===== src/rtl/fetch_pkg.sv =====
// Shared constants and types for the MIPS instruction fetch stage:
// reset PC, NOP encoding, PC step and the instruction buffer entry layout.
package fetch_pkg;

   localparam logic [31:0] RESET_PC_DEFAULT = 32'h0000_0000;
   localparam logic [31:0] INSTR_NOP        = 32'h0000_0000;
   localparam logic [31:0] PC_INCR          = 32'd4;
   localparam int          ENTRY_W          = 64;

   typedef struct packed {
      logic [31:0] instr;
      logic [31:0] pc_plus4;
   } buf_entry_t;

endpackage : fetch_pkg


===== src/rtl/fetch_fifo.sv =====
// Synchronous FIFO with push/pop/clear, occupancy count and empty/full flags.
// DEPTH must be a power of two so the read/write pointers wrap naturally.
module fetch_fifo #(
   parameter  int WIDTH = 32,
   parameter  int DEPTH = 2,
   localparam int CNT_W = $clog2(DEPTH + 1)
) (
   input  logic             clk_i,
   input  logic             rst_ni,
   input  logic             push_i,
   input  logic [WIDTH-1:0] push_data_i,
   input  logic             pop_i,
   input  logic             clear_i,
   output logic [WIDTH-1:0] head_o,
   output logic [CNT_W-1:0] count_o,
   output logic             empty_o,
   output logic             full_o
);

   localparam int PTR_W = $clog2(DEPTH);

   logic [WIDTH-1:0] mem_q [DEPTH];
   logic [PTR_W-1:0] wr_ptr_q, rd_ptr_q;
   logic [CNT_W-1:0] count_q;
   logic             do_push, do_pop;

   assign empty_o = (count_q == '0);
   assign full_o  = (count_q == CNT_W'(DEPTH));
   assign count_o = count_q;
   assign head_o  = mem_q[rd_ptr_q];

   // A push into a full FIFO is accepted only when the head leaves in the same cycle.
   assign do_pop  = pop_i & ~empty_o;
   assign do_push = push_i & (~full_o | do_pop);

   // NOTE: sequential state uses non-blocking assignments so every register
   // samples pre-edge values regardless of process evaluation order.
   always_ff @(posedge clk_i or negedge rst_ni) begin
      if (!rst_ni) begin
         wr_ptr_q <= '0;
         rd_ptr_q <= '0;
         count_q  <= '0;
      end else if (clear_i) begin
         wr_ptr_q <= '0;
         rd_ptr_q <= '0;
         count_q  <= '0;
      end else begin
         if (do_push) wr_ptr_q <= wr_ptr_q + PTR_W'(1);
         if (do_pop)  rd_ptr_q <= rd_ptr_q + PTR_W'(1);
         case ({do_push, do_pop})
            2'b10:   count_q <= count_q + CNT_W'(1);
            2'b01:   count_q <= count_q - CNT_W'(1);
            default: count_q <= count_q;
         endcase
      end
   end

   // NOTE: the storage array is deliberately not reset; the count gates every
   // read, so stale contents are never observable and the RAM stays reset-free.
   always_ff @(posedge clk_i) begin
      if (do_push && !clear_i) mem_q[wr_ptr_q] <= push_data_i;
   end

endmodule : fetch_fifo


===== src/rtl/instruction_fetch_stage.sv =====
// MIPS IF stage: owns the PC, issues credit-limited in-order fetches, buffers
// returned words with PC+4 for IF/ID, and drops wrong-path words after redirect.
module instruction_fetch_stage
   import fetch_pkg::*;
#(
   parameter logic [31:0] RESET_PC = RESET_PC_DEFAULT,
   parameter int          DEPTH    = 2
) (
   input  logic        Clock,
   input  logic        Reset,
   input  logic        StallIF,
   input  logic        BranchTaken,
   input  logic [31:0] BranchTarget,
   output logic        IMemReqValid,
   output logic [31:0] IMemReqAddr,
   input  logic        IMemReqReady,
   input  logic        IMemRespValid,
   input  logic [31:0] IMemRespData,
   output logic        FetchValid,
   output logic [31:0] InstructionOut,
   output logic [31:0] PCResultOut
);

   localparam int CNT_W = $clog2(DEPTH + 1);
   localparam int SUM_W = CNT_W + 2;

   logic [31:0]      pc_q, pc_d;
   logic [CNT_W-1:0] disc_q, disc_d;

   logic [CNT_W-1:0] pend_count, buf_count;
   logic             pend_empty, pend_full, buf_empty, buf_full;
   logic [31:0]      pend_head;
   buf_entry_t       buf_head, buf_push_data;
   logic [SUM_W-1:0] in_use;

   logic accept, resp_drop, resp_keep, consume;
   logic pend_push, buf_push;

   // Every credit is an unreturned request, a buffered word or a word still to be dropped,
   // so the buffer always has room for whatever is in flight.
   assign in_use       = SUM_W'(pend_count) + SUM_W'(buf_count) + SUM_W'(disc_q);
   assign IMemReqValid = Reset & (in_use < SUM_W'(DEPTH));
   assign IMemReqAddr  = pc_q;
   assign accept       = IMemReqValid & IMemReqReady;

   assign resp_drop = IMemRespValid & (disc_q != '0);
   assign resp_keep = IMemRespValid & (disc_q == '0) & ~pend_empty;

   assign FetchValid = ~buf_empty;
   assign consume    = FetchValid & ~StallIF;

   assign pend_push     = accept & ~pend_full;
   assign buf_push      = resp_keep & (~buf_full | consume);
   assign buf_push_data = '{instr: IMemRespData, pc_plus4: pend_head + PC_INCR};

   assign InstructionOut = FetchValid ? buf_head.instr    : INSTR_NOP;
   assign PCResultOut    = FetchValid ? buf_head.pc_plus4 : 32'h0;

   // NOTE: every always_comb output gets a default first, so no path can
   // leave it unassigned and infer a latch.
   always_comb begin
      pc_d   = pc_q;
      disc_d = disc_q;
      if (BranchTaken) begin
         pc_d   = BranchTarget;
         // Everything still in flight becomes wrong-path; a word returning now is already dropped.
         disc_d = disc_q + pend_count + CNT_W'(accept) - CNT_W'(resp_drop | resp_keep);
      end else begin
         if (accept)    pc_d   = pc_q + PC_INCR;
         if (resp_drop) disc_d = disc_q - CNT_W'(1);
      end
   end

   always_ff @(posedge Clock or negedge Reset) begin
      if (!Reset) begin
         pc_q   <= RESET_PC;
         disc_q <= '0;
      end else begin
         pc_q   <= pc_d;
         disc_q <= disc_d;
      end
   end

   fetch_fifo #(
      .WIDTH (32),
      .DEPTH (DEPTH)
   ) u_pending (
      .clk_i       (Clock),
      .rst_ni      (Reset),
      .push_i      (pend_push),
      .push_data_i (pc_q),
      .pop_i       (resp_keep),
      .clear_i     (BranchTaken),
      .head_o      (pend_head),
      .count_o     (pend_count),
      .empty_o     (pend_empty),
      .full_o      (pend_full)
   );

   fetch_fifo #(
      .WIDTH (ENTRY_W),
      .DEPTH (DEPTH)
   ) u_ibuf (
      .clk_i       (Clock),
      .rst_ni      (Reset),
      .push_i      (buf_push),
      .push_data_i (buf_push_data),
      .pop_i       (consume),
      .clear_i     (BranchTaken),
      .head_o      (buf_head),
      .count_o     (buf_count),
      .empty_o     (buf_empty),
      .full_o      (buf_full)
   );

endmodule : instruction_fetch_stage


===== config.mk =====
export PLATFORM = sky130hd
export DESIGN_NAME = instruction_fetch_stage
export DESIGN_NICKNAME = d
export VERILOG_FILES = /design/src/rtl/fetch_pkg.sv /design/src/rtl/fetch_fifo.sv /design/src/rtl/instruction_fetch_stage.sv
export SDC_FILE = /design/constraint.sdc
export NUM_CORES = 1
export LEC_CHECK = 0
export CORE_UTILIZATION = 33
export DETAILED_ROUTE_END_ITERATION = 8
export RECOVER_POWER = 100
export SYNTH_ARGS = -nofsm -noshare
export SYNTH_HDL_FRONTEND = slang
export SYNTH_SLANG_ARGS = --single-unit

===== constraint.sdc =====
create_clock -name Clock -period 7.3 [get_ports Clock]
set_clock_uncertainty 0.1 [all_clocks]
set_input_delay 1.095 -clock Clock [delete_from_list [all_inputs] [get_ports Clock]]
set_output_delay 1.095 -clock Clock [all_outputs]
set_load 0.005 [all_outputs]

# == Word level (Yosys, flattened, before mapping) ==
# Memories as Yosys holds them, arrays and structs flattened.
# Index checks and enable logic that the tools add are counted.
# word_totals
regBits,42
in_bits,70
elab_cells,91
out_inout_bits,98
memories,2
mem_bits_rw,192
# op_classes
reduce_logical,15
bitwise_logic,21
eq_ne,6
mux,22
magnitude_cmp,1
addsub,16
# memory_table
memory,words,word_bits,read_ports,rd_clocked_by_memory_dff,write_ports,line_no,source
u_ibuf.mem_q,2,64,1,0,1,fetch_fifo.sv:22,logic [WIDTH-1:0] mem_q [DEPTH];
u_pending.mem_q,2,32,1,0,1,fetch_fifo.sv:22,
# op_table
op,n
$mux 32,4
$add 32x3->32 const B,2
$reduce_bool 2->1,7
$and 1x1->1,12
$mux 1,12
$eq 2x2->1 const B,4
$mux 2,4
$pmux 2 s2,2
$logic_not 2->1,3
$reduce_bool 3->1,2
$sub 2x1->2 const B,3
$not 1->1,5
$add 1x1->1 const B,4
$add 2x1->2 const B,2
$add 3x2->4,1
$eq 2x1->1 const B,2
$lt 4x2->1 const B,1
$or 1x1->1,4
$add 2x2->3,1
$add 2x1->2,1
$add 2x2->2,1
$logic_and 1x1->1,2
$sub 2x1->2,1
$logic_not 1->1,1

# == Longest topological paths before layout ==
# Gate-level depths: netlist of run 1.
# logic_depth
ltp_word,10
mapped_depth,13
ltp_nobuf,11

# == Modules after synthesis ==
# From an unflattened synthesis of run 1, not the netlist that was laid out.
# hier_totals
hier_cells,746
area_unflattened_um2,10531.4
# by_module_without_submodules
mod,cells_each,instances,area_per_inst_um2,seq_area_each_um2
fetch_fifo at u_ibuf,224,1,4853.4,3943.8
instruction_fetch_stage,397,1,3134.3,850.8
fetch_fifo at u_pending,125,1,2543.7,2021.9

# == Least setup slack after synthesis of run 1 ==
# No wires, ideal clock.
# synth_path
path_type,input port to flip-flop
from,in BranchTaken
to,"mem u_ibuf.mem_q[1][0] (netlist name), enable pin"
t_required_ns,6.622
arrival_time_ns,6.371
setup_time_ns,0.578
path_buffers,3
stages,4
path_slack_ns,0.251
path_cell_list,clkbuf_1 > clkbuf_1 > buf_1 > nor3b_1
# synth_between
elab_chain_len,4
# synth_lines
element,line_no,source
"start, declared",instruction_fetch_stage.sv:12,"input logic BranchTaken,"
$logic_not 1->1,fetch_fifo.sv:61,if (do_push && !clear_i) mem_q[wr_ptr_q] <= push_data_i;
$logic_and 1x1->1,fetch_fifo.sv:61,
$mux 1,fetch_fifo.sv:61,
$mux 1 (implied by the code),fetch_fifo.sv:61,
"end, declared",fetch_fifo.sv:22,
# Every way passes these cells.

# == Worst setup path in the final report of run 1 ==
# layout_path
from,"reg u_ibuf.count_q[1], in the netlist u_ibuf.count_o[1]"
to,out PCResultOut[11]
# layout_between
elab_chain_len,2
# layout_lines
element,line_no,source
"start, declared",fetch_fifo.sv:24,logic [CNT_W-1:0] count_q;
"start signal, assigned",fetch_fifo.sv:51,2'b10: count_q <= count_q + CNT_W'(1);
"start signal, assigned",fetch_fifo.sv:52,2'b01: count_q <= count_q - CNT_W'(1);
"start signal, assigned",fetch_fifo.sv:53,default: count_q <= count_q;
$logic_not 2->1,fetch_fifo.sv:27,assign empty_o = (count_q == '0);
$mux 32,instruction_fetch_stage.sv:57,assign PCResultOut = FetchValid ? buf_head.pc_plus4 : 32'h0;
"end, declared",instruction_fetch_stage.sv:21,output logic [31:0] PCResultOut
# Every way passes these cells.

==> results.ini, run 1 <==
[floorplanning]
die_y_um=180
floorplan.initialDensity_pct=33.8
fp.dieW_um=180
die_area_um2=32400
std_cell_rows=64
coreArea_um2=30900
io_pins=168

[detailed_routing]
drt_iter0_markers=387
drtAntennaViolNets=0
route.detailed.wl_per_inst_um=16.1
number_of_vias_in_the_routed_layout=6368
drc_violations_left=0
post_dr_vias_cell=4.70
overall_routed_net_length_mm=21.9
drt_first_pass_iters=4

[worst_setup_path]
r2r_endpoint=u_ibuf.mem_q[1][31]$_DFFE_PP_
critical_path.max_fanout=67
crit-reg2reg-launch=u_pending.rd_ptr_q$_DFFE_PN0P_
timing.critical_path.from_type=flop
critical_path_arrival_ns=4.12
criticalPathCategory=flop to primary output
worst_setup_path_end_kind=primary output
worst-r2r-cell-count=6
regToRegSetupSlack_ns=2.00
cp_data_required_time_ns=6.11

[grt]
first_global_vias=6446
maximum_number_of_pins_on_one_net_before_global_route_repair=79
antenna_found_initial=0
grt.total_usage_pct=13.5
grt_overflow_total=0
global_route_wire_length_before_repair_mm=34.9

[yosys]
synth_area_um2=10500
postSynthNetCount=854
netlist-cell-type-count=56
synth.ff_latch_count=234
synthCells=775
asyncSetResetFlopFracSynth_pct=17.9
synth_area_per_cell_um2=13.5
synth_enable_flop_cells=192
yosys_warnings=0
ys_seq_area_share_pct=65.2
ys.flop_type=sky130_fd_sc_hd__edfxtp_1

[clock_network]
cts_tree=yes
worstSkewPairLatency_ns=0.51
post_cts_resize_count=0
worst_setup_hold_path_clk_slew_ns=0.06
clock-root-buffer=sky130_fd_sc_hd__clkbuf_16
post-cts-setup-buffer-count=0
cts-htree-levels=1
cts_inserted_buffers=24
number_of_buffers_on_the_longest_clock_path=3
numClockSinks=234
cts_hold_buffers=0

[hold_path]
holdCritPathClass=flop to flop
min_to=u_pending.mem_q[1][1]$_DFFE_PP_
worst_hold_startpoint=IMemReqAddr[1]$_DFFE_PN0P_
holdPathStages=0

[pwr]
power.ir.vdd_worst_mv=0.134
power.static_leakage_uw=0.00446
power_density_nw_per_um2=242
share_seq_of_total_power_pct=49.2
netSwitchingFraction_pct=22.8
p_int_uw=2470
netSwitchingPower_uw=732
power.share.clock_pct=39.8
power.share.combinational_pct=11.1

[placement]
gp_routability_congestion=0.765
port_buffers=167
placed_instances=1311
placement.cell_area_um2=12600
hpwlAfterDp_mm=14.5

[finish]
layout_commonest_cell=sky130_fd_sc_hd__edfxtp_1
nets=1020
finish.instance_area_um2=13300
final-instance-count-excl-fill=1355
most-common-layout-cells=sky130_fd_sc_hd__edfxtp_1 (192), sky130_fd_sc_hd__dlygate4sd3_1 (116), sky130_fd_sc_hd__mux2i_1 (92)
area_overhead_vs_synth_pct=26.8
drive_above_1_share_pct=6.67
n_antenna_cell=0

[outcome]
failing_checks=capacitance limit, slew limit
outcome=complete, but fails checks

[timing]
tightest_slew_ns=3.15
timing.final.hold_violations=0
worst_slew_margin_rel_pct=-110
report.final.slew_viol_count=385
setup_viol_count_final=0
post-route-period-util_pct=72.8
max_freq_mhz=188
tns_ns=0
grt_setup_unrepaired=false
timing.final.crit_period_ns=5.32

[job]
maxCapViolCount=6

power groups by stage:
stage          registers [uW]  clock network, uW  logic [uW]
6_report                 1580               1280         355
5_1_grt                  1590               1370         401
4_1_cts                  1580               1310         377
3_5_place_dp             1610                  0         374
3_3_place_gp             1600                  0         368
2_1_floorplan            1590                  0         211
cells in the mapped netlist, types with 14 or more instances:
cell / instances / area, um2
sky130_fd_sc_hd__clkbuf_1: 14 / 52.6
sky130_fd_sc_hd__dfrtp_1: 42 / 1050
sky130_fd_sc_hd__edfxtp_1: 192 / 5770
sky130_fd_sc_hd__inv_1: 16 / 60.1
sky130_fd_sc_hd__mux2i_1: 92 / 921
sky130_fd_sc_hd__nand2_1: 60 / 225
sky130_fd_sc_hd__nand3_1: 24 / 120
sky130_fd_sc_hd__nand4_1: 19 / 119
sky130_fd_sc_hd__nor2_1: 83 / 312
sky130_fd_sc_hd__o21ai_0: 29 / 145
sky130_fd_sc_hd__xnor2_1: 37 / 324
sky130_fd_sc_hd__xor2_1: 32 / 280
kinds of logic (layout without fill, tap and decap cells):
| kind of cell | after synthesis | in the layout | synth area share (%) |
|---|---|---|---|
| multiplexers | 98 | 98 | 9.45 |
| AO/OA/AOI/OAI | 63 | 63 | 3.72 |
| XOR/XNOR | 69 | 69 | 5.78 |
| adder cells (fa/ha/maj) | 9 | 9 | 1.22 |
| AND/OR/NAND/NOR | 248 | 248 | 12.5 |
| flip-flops | 234 | 234 | 65.2 |
| buffers and inverters | 54 | 238 | 2.17 |
critical path: stages (launching register included):
cell	delay, ns
sky130_fd_sc_hd__dfrtp_1	0.47
sky130_fd_sc_hd__nor2_4	0.12
sky130_fd_sc_hd__clkbuf_1	2.13
sky130_fd_sc_hd__nor2_1	0.15
sky130_fd_sc_hd__dlygate4sd3_1	0.73
sequential cells by signal (all words and copies together) (netlist names):
| name | cells |
|---|---|
| u_pending.count_o | 2 |
| u_ibuf.mem_q | 128 |
| u_ibuf.wr_ptr_q | 1 |
| u_pending.rd_ptr_q | 1 |
| u_pending.wr_ptr_q | 1 |
| u_ibuf.rd_ptr_q | 1 |
| u_ibuf.count_o | 2 |
| disc_q | 2 |
| u_pending.mem_q | 64 |
| IMemReqAddr | 32 |
area by class of cell:
cell class	count	area (um2)
fill	2874	17600
sequential	234	6820
multi-input combinational	487	3330
timing repair buffer	178	1720
clock buffer	30	654
tap	396	495
clock inverter	14	180
inverter	16	60.1
per-layer routing:
layer | wire [um] | share of wire (%) | vias up | track usage [%]
li1 | - | - | 3167 | -
met1 | 10800 | 49 | 3044 | 19.5
met2 | 9830 | 45 | 129 | 21.2
met3 | 849 | 3.9 | 28 | 2.08
met4 | 366 | 1.7 | 0 | 3.35
met5 | 0 | 0 | - | 0
through the flow:
step	setup WS, ns	utilization (%)	hold WS (ns)	power [uW]
final	1.98	42.9	0.411	3210
after global routing	1.52	42.9	0.440	3350
after CTS	3.15	43.4	0.424	3270
after detailed placement	3.38	40.7	0.409	1980
after global placement	3.39	40.7	0.411	1970
after floorplan	0.251	-	0.383	1800
worst max-delay path by stage:
stage / startpoint / end / slack, ns / depth (start not counted)
after floorplan: BranchTaken / u_ibuf.mem_q[1][0]$_DFFE_PP_ / 0.25 / 4
after global placement: Reset / IMemReqValid / 3.39 / 5
after detailed placement: Reset / IMemReqValid / 3.38 / 5
after CTS: u_ibuf.count_o[1]$_DFFE_PN0P_ / IMemReqValid / 3.15 / 7
after global routing: u_ibuf.count_o[1]$_DFFE_PN0P_ / PCResultOut[26] / 1.52 / 4
final: u_ibuf.count_o[1]$_DFFE_PN0P_ / PCResultOut[11] / 1.98 / 4
(Power assumes the default switching activity.)
==> run 2: changes to the inputs <==
Clock period 7.3 ns to 4.6 ns, I/O delays scaled along.
==> results.ini, run 2 (same netlist as run 1, synthesis figures left out) <==
[grt]
maximum_number_of_pins_on_one_net_before_global_route_repair=67  ; -15%
first_global_vias=6213  ; -3.6%
grt_overflow_total=0  ; unchanged
global_route_wire_length_before_repair_mm=34.9  ; about the same
antenna_found_initial=0  ; unchanged
grt.total_usage_pct=13.5  ; +0.020 points

[clock_network]
cts_tree=yes
post-cts-setup-buffer-count=0  ; unchanged
cts_inserted_buffers=24  ; unchanged
worst_setup_hold_path_clk_slew_ns=0.06  ; about the same
post_cts_resize_count=0  ; unchanged
number_of_buffers_on_the_longest_clock_path=3  ; unchanged
cts_hold_buffers=0  ; unchanged
numClockSinks=234  ; unchanged
worstSkewPairLatency_ns=0.51  ; about the same
clock-root-buffer=sky130_fd_sc_hd__clkbuf_16
cts-htree-levels=1  ; unchanged

[pwr]
power_density_nw_per_um2=388  ; +60%
power.ir.vdd_worst_mv=0.198  ; +47%
netSwitchingFraction_pct=22.1  ; -0.70 points
power.static_leakage_uw=0.00440  ; -1.2%
power.share.combinational_pct=10.5  ; -0.6 points
netSwitchingPower_uw=1140  ; +56%
power.share.clock_pct=40.7  ; +0.9 points
share_seq_of_total_power_pct=48.8  ; -0.4 points
p_int_uw=4020  ; +63%
power.total_uw=5170  ; +61%

[placement]
placement.cell_area_um2=12600  ; +0.18%
hpwlAfterDp_mm=14.9  ; +2.8%
gp_routability_congestion=0.749  ; -2.2%
port_buffers=167  ; unchanged
detailedPlace.worstSlack_ns=1.06  ; -2.32 ns

[finish]
nets=1019  ; -0.098%
layout_commonest_cell=sky130_fd_sc_hd__edfxtp_1
drive_above_1_share_pct=6.37  ; -0.31 points
largest_register_ffs=128  ; unchanged
area_overhead_vs_synth_pct=27.4
post_layout_utilization_of_the_core_pct=43.1  ; +0.19 points
finish.instance_area_um2=13300  ; +0.43%
n_antenna_cell=0  ; unchanged
registers.top_by_ff_count=u_ibuf.mem_q
most-common-layout-cells=sky130_fd_sc_hd__edfxtp_1 (192), sky130_fd_sc_hd__dlygate4sd3_1 (95), sky130_fd_sc_hd__mux2i_1 (92)

[detailed_routing]
number_of_vias_in_the_routed_layout=6393  ; +0.39%
post_dr_vias_cell=4.72  ; +0.47%
overall_routed_net_length_mm=21.8  ; -0.29%
drt_first_pass_iters=5  ; +1
drtAntennaViolNets=0  ; unchanged
route.detailed.wl_per_inst_um=16.1  ; -0.22%
drc_violations_left=0  ; unchanged
drt_iter0_markers=423  ; +9.3%

[timing]
setup_ws_ns=0.704  ; -1.28 ns
grt_setup_unrepaired=false
worst_slew_margin_rel_pct=-60.5  ; +50 points
timing.final.hold_violations=0  ; unchanged
tightest_slew_ns=2.41  ; -0.748 ns
setup_viol_count_final=0  ; unchanged
report.final.slew_viol_count=216  ; -44%
max_freq_mhz=257
post-route-period-util_pct=84.7
timing.final.crit_period_ns=3.90
tns_ns=0  ; unchanged

[worst_setup_path]
timing.critical_path.cells=nor2_2, buf_4, nor2_1, clkdlybuf4s50_1
critical_path_arrival_ns=3.11  ; -1.01 ns
timing.critical_path.from_type=flop
worst_setup_path_end_kind=primary output
dominant_delay_contributor_by_cell_family_on_the_critical_path=simple AND/OR/NAND/NOR gates
slowest_stage=sky130_fd_sc_hd__nor2_2
criticalPathCategory=flop to primary output
critical_path.max_fanout=34  ; -49%
regToRegSetupSlack_ns=0.72  ; -1.28 ns
cp.buffers_inverters=2  ; unchanged
cp_max_stage_delay_ns=1.04  ; -1.09 ns
cp_data_required_time_ns=3.81  ; -2.30 ns

[floorplanning]
std_cell_rows=64  ; unchanged
fp.dieW_um=180  ; unchanged
coreArea_um2=30900  ; unchanged
floorplan.initialDensity_pct=33.8  ; unchanged
io_pins=168  ; unchanged
die_y_um=180  ; unchanged
die_area_um2=32400  ; unchanged

[hold_path]
holdCritPathClass=flop to flop

[outcome]
outcome=complete, but fails checks
failing_checks=capacitance limit, slew limit

[job]
maxCapViolCount=4  ; -2

==> run 2: cell types whose count changed in the layout (fill, tap and decap cells not counted), moves of 2 or more <==
cell                              previous run  this run
sky130_fd_sc_hd__buf_2                       2         0
sky130_fd_sc_hd__dlygate4sd3_1             116        95
sky130_fd_sc_hd__clkinv_2                    5         2
sky130_fd_sc_hd__clkbuf_2                    2         4
sky130_fd_sc_hd__clkbuf_1                    8        11
sky130_fd_sc_hd__clkbuf_8                    1         4
sky130_fd_sc_hd__clkdlybuf4s50_1            49        70
sky130_fd_sc_hd__buf_4                       5         3
==> run 2: final timing paths <==
path                                                        from                               end  cells past startpoint
worst max-delay path               u_ibuf.count_o[1]$_DFFE_PN0P_                 InstructionOut[3]                      4
min in group asynchronous                                  Reset       IMemReqAddr[30]$_DFFE_PN0N_                      2
max in group asynchronous                                  Reset       u_ibuf.rd_ptr_q$_DFFE_PN0P_                      2
worst min-delay path                  IMemReqAddr[1]$_DFFE_PN0P_   u_pending.mem_q[1][1]$_DFFE_PP_                      0
worst min register to register        IMemReqAddr[1]$_DFFE_PN0P_   u_pending.mem_q[1][1]$_DFFE_PP_                      0
worst max register to register  u_pending.count_o[1]$_DFFE_PN0P_  u_pending.mem_q[0][31]$_DFFE_PP_                      9
==> run 2: metal layers <==
layer | track usage [%] | part of all wire [%] | up-vias
li1 | - | - | 3168
met1 | 20.0 | 50 | 3029
met2 | 20.2 | 43 | 170
met3 | 2.55 | 5.2 | 26
met4 | 3.32 | 1.5 | 0
met5 | 0 | 0 | -
==> run 2: worst register-to-register path, cell delays in order (launching register included) <==
cell and delay [ns]:
sky130_fd_sc_hd__dfrtp_1 0.43, sky130_fd_sc_hd__inv_1 0.10, sky130_fd_sc_hd__fa_1 0.50, sky130_fd_sc_hd__inv_1 0.04
sky130_fd_sc_hd__ha_1 0.28, sky130_fd_sc_hd__nor4bb_1 0.29, sky130_fd_sc_hd__clkbuf_1 0.30, sky130_fd_sc_hd__nand2_1 0.32
sky130_fd_sc_hd__nor4_4 0.48, sky130_fd_sc_hd__clkbuf_2 0.64
==> run 2: final cells by class <==
cell class                 count  area (um2)
tap                          396         495
multi-input combinational    487        3360
fill                        2808       17600
sequential                   234        6820
clock buffer                  35         703
timing repair buffer         177        1710
clock inverter                 9         175
inverter                      16        60.1
==> run 2: metrics by stage <==
stage                     hold WS, ns  cells
final                           0.433   1354
after global routing            0.454   1354
after CTS                       0.305   1354
after detailed placement        0.439   1310
after global placement          0.460   1310
after floorplan                 0.294    775
==> run 2: power by group through the flow <==
stage	clock network [uW]	registers (uW)	logic, uW
2_1_floorplan	0	2520	337
3_3_place_gp	0	2570	571
3_5_place_dp	0	2570	580
4_1_cts	2160	2520	583
5_1_grt	2240	2540	610
6_report	2100	2520	541
==> edit: new RTL, settings of run 1 <==
`DEPTH` is set to 2 in 2 places; all go to 4.
--- a/src/rtl/fetch_fifo.sv
+++ b/src/rtl/fetch_fifo.sv
@@ -2,7 +2,7 @@
 // DEPTH must be a power of two so the read/write pointers wrap naturally.
 module fetch_fifo #(
    parameter  int WIDTH = 32,
-   parameter  int DEPTH = 2,
+   parameter  int DEPTH = 4,
    localparam int CNT_W = $clog2(DEPTH + 1)
 ) (
    input  logic             clk_i,
--- a/src/rtl/instruction_fetch_stage.sv
+++ b/src/rtl/instruction_fetch_stage.sv
@@ -4,7 +4,7 @@
    import fetch_pkg::*;
 #(
    parameter logic [31:0] RESET_PC = RESET_PC_DEFAULT,
-   parameter int          DEPTH    = 2
+   parameter int          DEPTH    = 4
 ) (
    input  logic        Clock,
    input  logic        Reset,
Formal check against the unedited RTL: not equivalent (Yosys sat finds a counterexample within 4 cycles, from zero or initial values and one cycle with Reset low).
==> edit against run 1 <==
  * The run still ends with capacitance limit, slew limit left
  * Synthesized area increased by 74%
  * Setup slack got worse by 0.18 ns
  * Final area increased by 65%
  * Sequential cell count increased by 199
  * Routed wire length increased by 73%
  * Largest power group unchanged
  * Total power increased by 74%
  * Combinational power increased by 52%
  * Die area increased by 73%
  * Cell count increased by 44%
  * Via count increased by 53%
==> edit: results (changes against run 1) <==
* Clk root buf: clkbuf_16 (unchanged)
* EDFF count, synth at 384 (was 192)
* Synth area leaders: edfxtp_1 (63%), mux4_2 (11%), dfrtp_1 (6.7%) (was edfxtp_1 (55%), dfrtp_1 (10%), mux2i_1 (8.8%))
* Origin of the worst min-delay path: disc_q[1] (was IMemReqAddr[1])
* VDD IR-drop max at 0.000148 V (was 0.000134 V)
* Initial antenna violation count at 0 (unchanged)
* Total CTS buffers at 44 (was 24)
* Commonest cells post-synth: edfxtp_1 (384), mux4_2 (86), nor2b_1 (65) (was edfxtp_1 (192), mux2i_1 (92), nor2_1 (83))
* Flop-to-flop setup slack at 2.77 ns (was 2.00 ns)
* Routability Congestion at 0.755 (was 0.765)
* Nets at 1,314 (was 1,020)
* Violated checks: capacitance limit, slew limit (unchanged)
* Largest reg by FF count: u_ibuf.mem_q (unchanged)
* DP HPWL at 23,900 um (was 14,500 um)
* Post-route DRC at 0 (unchanged)
* Largest register FFs at 256 (was 128)
* Max cap viols at 9 (was 6)
* Synth warn at 0 (unchanged)
* WHS Endpoint: disc_q[1] (was u_pending.mem_q[1][1])
* Vias in the first global route at 9,819 (was 6,446)
* RR Startpoint: disc_q[0] (was u_pending.rd_ptr_q)
* Layout cells sized above 1 at 13.5% (was 6.67%)
* R2R Path End: u_ibuf.mem_q[2][6] (was u_ibuf.mem_q[1][31])
* Sequential element share of the synthesized area at 70.1% (was 65.2%)
* Clk_lat worst skew at 0.55 ns (was 0.51 ns)
* CTS-repair resized insts at 0 (unchanged)
* Mean routed wirelength per cell at 19.4 um (was 16.1 um)
* Worst R2R Path Depth at 7 (was 6)
* First-pass GRT wire length at 58,600 um (was 34,900 um)
* 1st-iter DRT viols at 707 (was 387)
* Synthesized Nets at 1,133 (was 854)
* Pin count of the biggest net entering global routing at 67 (was 79)
* IO buf count at 167 (unchanged)
* Worst Path Arrival at 4.31 ns (was 4.12 ns)
* Pre-antenna DRT Iters at 7 (was 4)
* Post-CTS setup buffer count at 0 (unchanged)
* Status: finished, violations left (unchanged)
* Asr flop ratio synth at 11.3% (was 17.9%)
* Worst hold slack at 0.473 ns (was 0.411 ns)
* Non-Filler Instances at 1,948 (was 1,355)
* Slew Limit Headroom at -48.6% (was -110%)
* H-tree depth at 2 (was 1)
* Worst Path Max Fanout at 31 (was 67)
* Synth unique cells at 53 (was 56)
* HP Class: reg2reg (unchanged)
* N_diodes at 0 (unchanged)
* CTS clk-pin slew, worst paths at 0.06 ns (about the same)
* Util after Layout at 40.5% (was 42.9%)
* Via count at 9,733 (was 6,368)
* Pleak at 7.16 nW (was 4.46 nW)
* Overall routing resource usage at 13.5% (about the same)
* Post-synthesis cell count at 1,039 (was 775)
* WHS Path Cells at 2 (was 0)
* Max Slew Vio Count at 361 (was 385)
[edit: changes by cell type in the layout (fill, tap and decap cells not counted), sizes merged, moves of 18 or more]
| cell | run 1 | this run |
|---|---|---|
| edfxtp | 192 | 384 |
| mux4 | 0 | 96 |
| mux2i | 92 | 3 |
| nor2b | 4 | 65 |
| nor2 | 83 | 38 |
| clkbuf | 36 | 72 |
| o21ai | 38 | 16 |
| or4 | 1 | 23 |
| inv | 17 | 35 |
| xor2 | 32 | 14 |
[edit: final cells by class]
class / count / area [um2]
clock buffer: 66 / 1220
clock inverter: 12 / 153
fill: 4854 / 32200
inverter: 34 / 128
multi-input combinational: 524 / 5010
sequential: 433 / 12800
tap: 696 / 871
timing repair buffer: 183 / 1760
[edit: logic make-up after synthesis]
family	Yosys count	synth area share, %
compound gates	75	2.71
mux	101	12.4
flops	433	70.1
simple gates	281	8.65
buf+inv	82	2.10
xor+xnor	43	2.07
fa+ha+maj	24	1.94
[edit: critical path: stages]
cell,delay (ns)
clkbuf_1,0.97
clkbuf_1,1.32
o2111a_1,0.40
clkdlybuf4s50_1,0.51
[edit: worst max-delay path by stage]
stage,slack (ns),endpoint,depth (start not counted),start
after detailed placement,2.59,u_ibuf.mem_q[2][32],6,IMemRespValid
after global routing,1.23,IMemReqValid,4,Reset
final,1.80,IMemReqValid,4,Reset
after global placement,2.63,u_ibuf.mem_q[2][32],6,IMemRespValid
after CTS,2.55,PCResultOut[0],4,u_ibuf.rd_ptr_q[0]
after floorplan,3.10,u_ibuf.mem_q[0][0],5,IMemRespValid
[edit: through the flow]
| step | worst slack (ns) | instance area [um2] |
|---|---|---|
| 2_1_floorplan | 3.10 | 18200 |
| 3_3_place_gp | 2.63 | 20600 |
| 3_5_place_dp | 2.59 | 20600 |
| 4_1_cts | 2.55 | 22000 |
| 5_1_grt | 1.23 | 21900 |
| 6_report | 1.80 | 21900 |
[edit: metal layers]
| layer | up-vias | track usage (%) | share of wire, % |
|---|---|---|---|
| li1 | 4466 | - | - |
| met3 | 51 | 2.44 | 5.1 |
| met5 | - | 0 | 0 |
| met4 | 0 | 3.29 | 1.7 |
| met2 | 268 | 21.3 | 47 |
| met1 | 4948 | 19.4 | 47 |
[edit: report_power, final]
part	internal [mW]	leakage (nW)	switching, mW	total [mW]
combinational	0.252	2.44	0.289	0.541
clock	1.27	0.663	0.890	2.16
sequential	2.80	4.05	0.0779	2.88
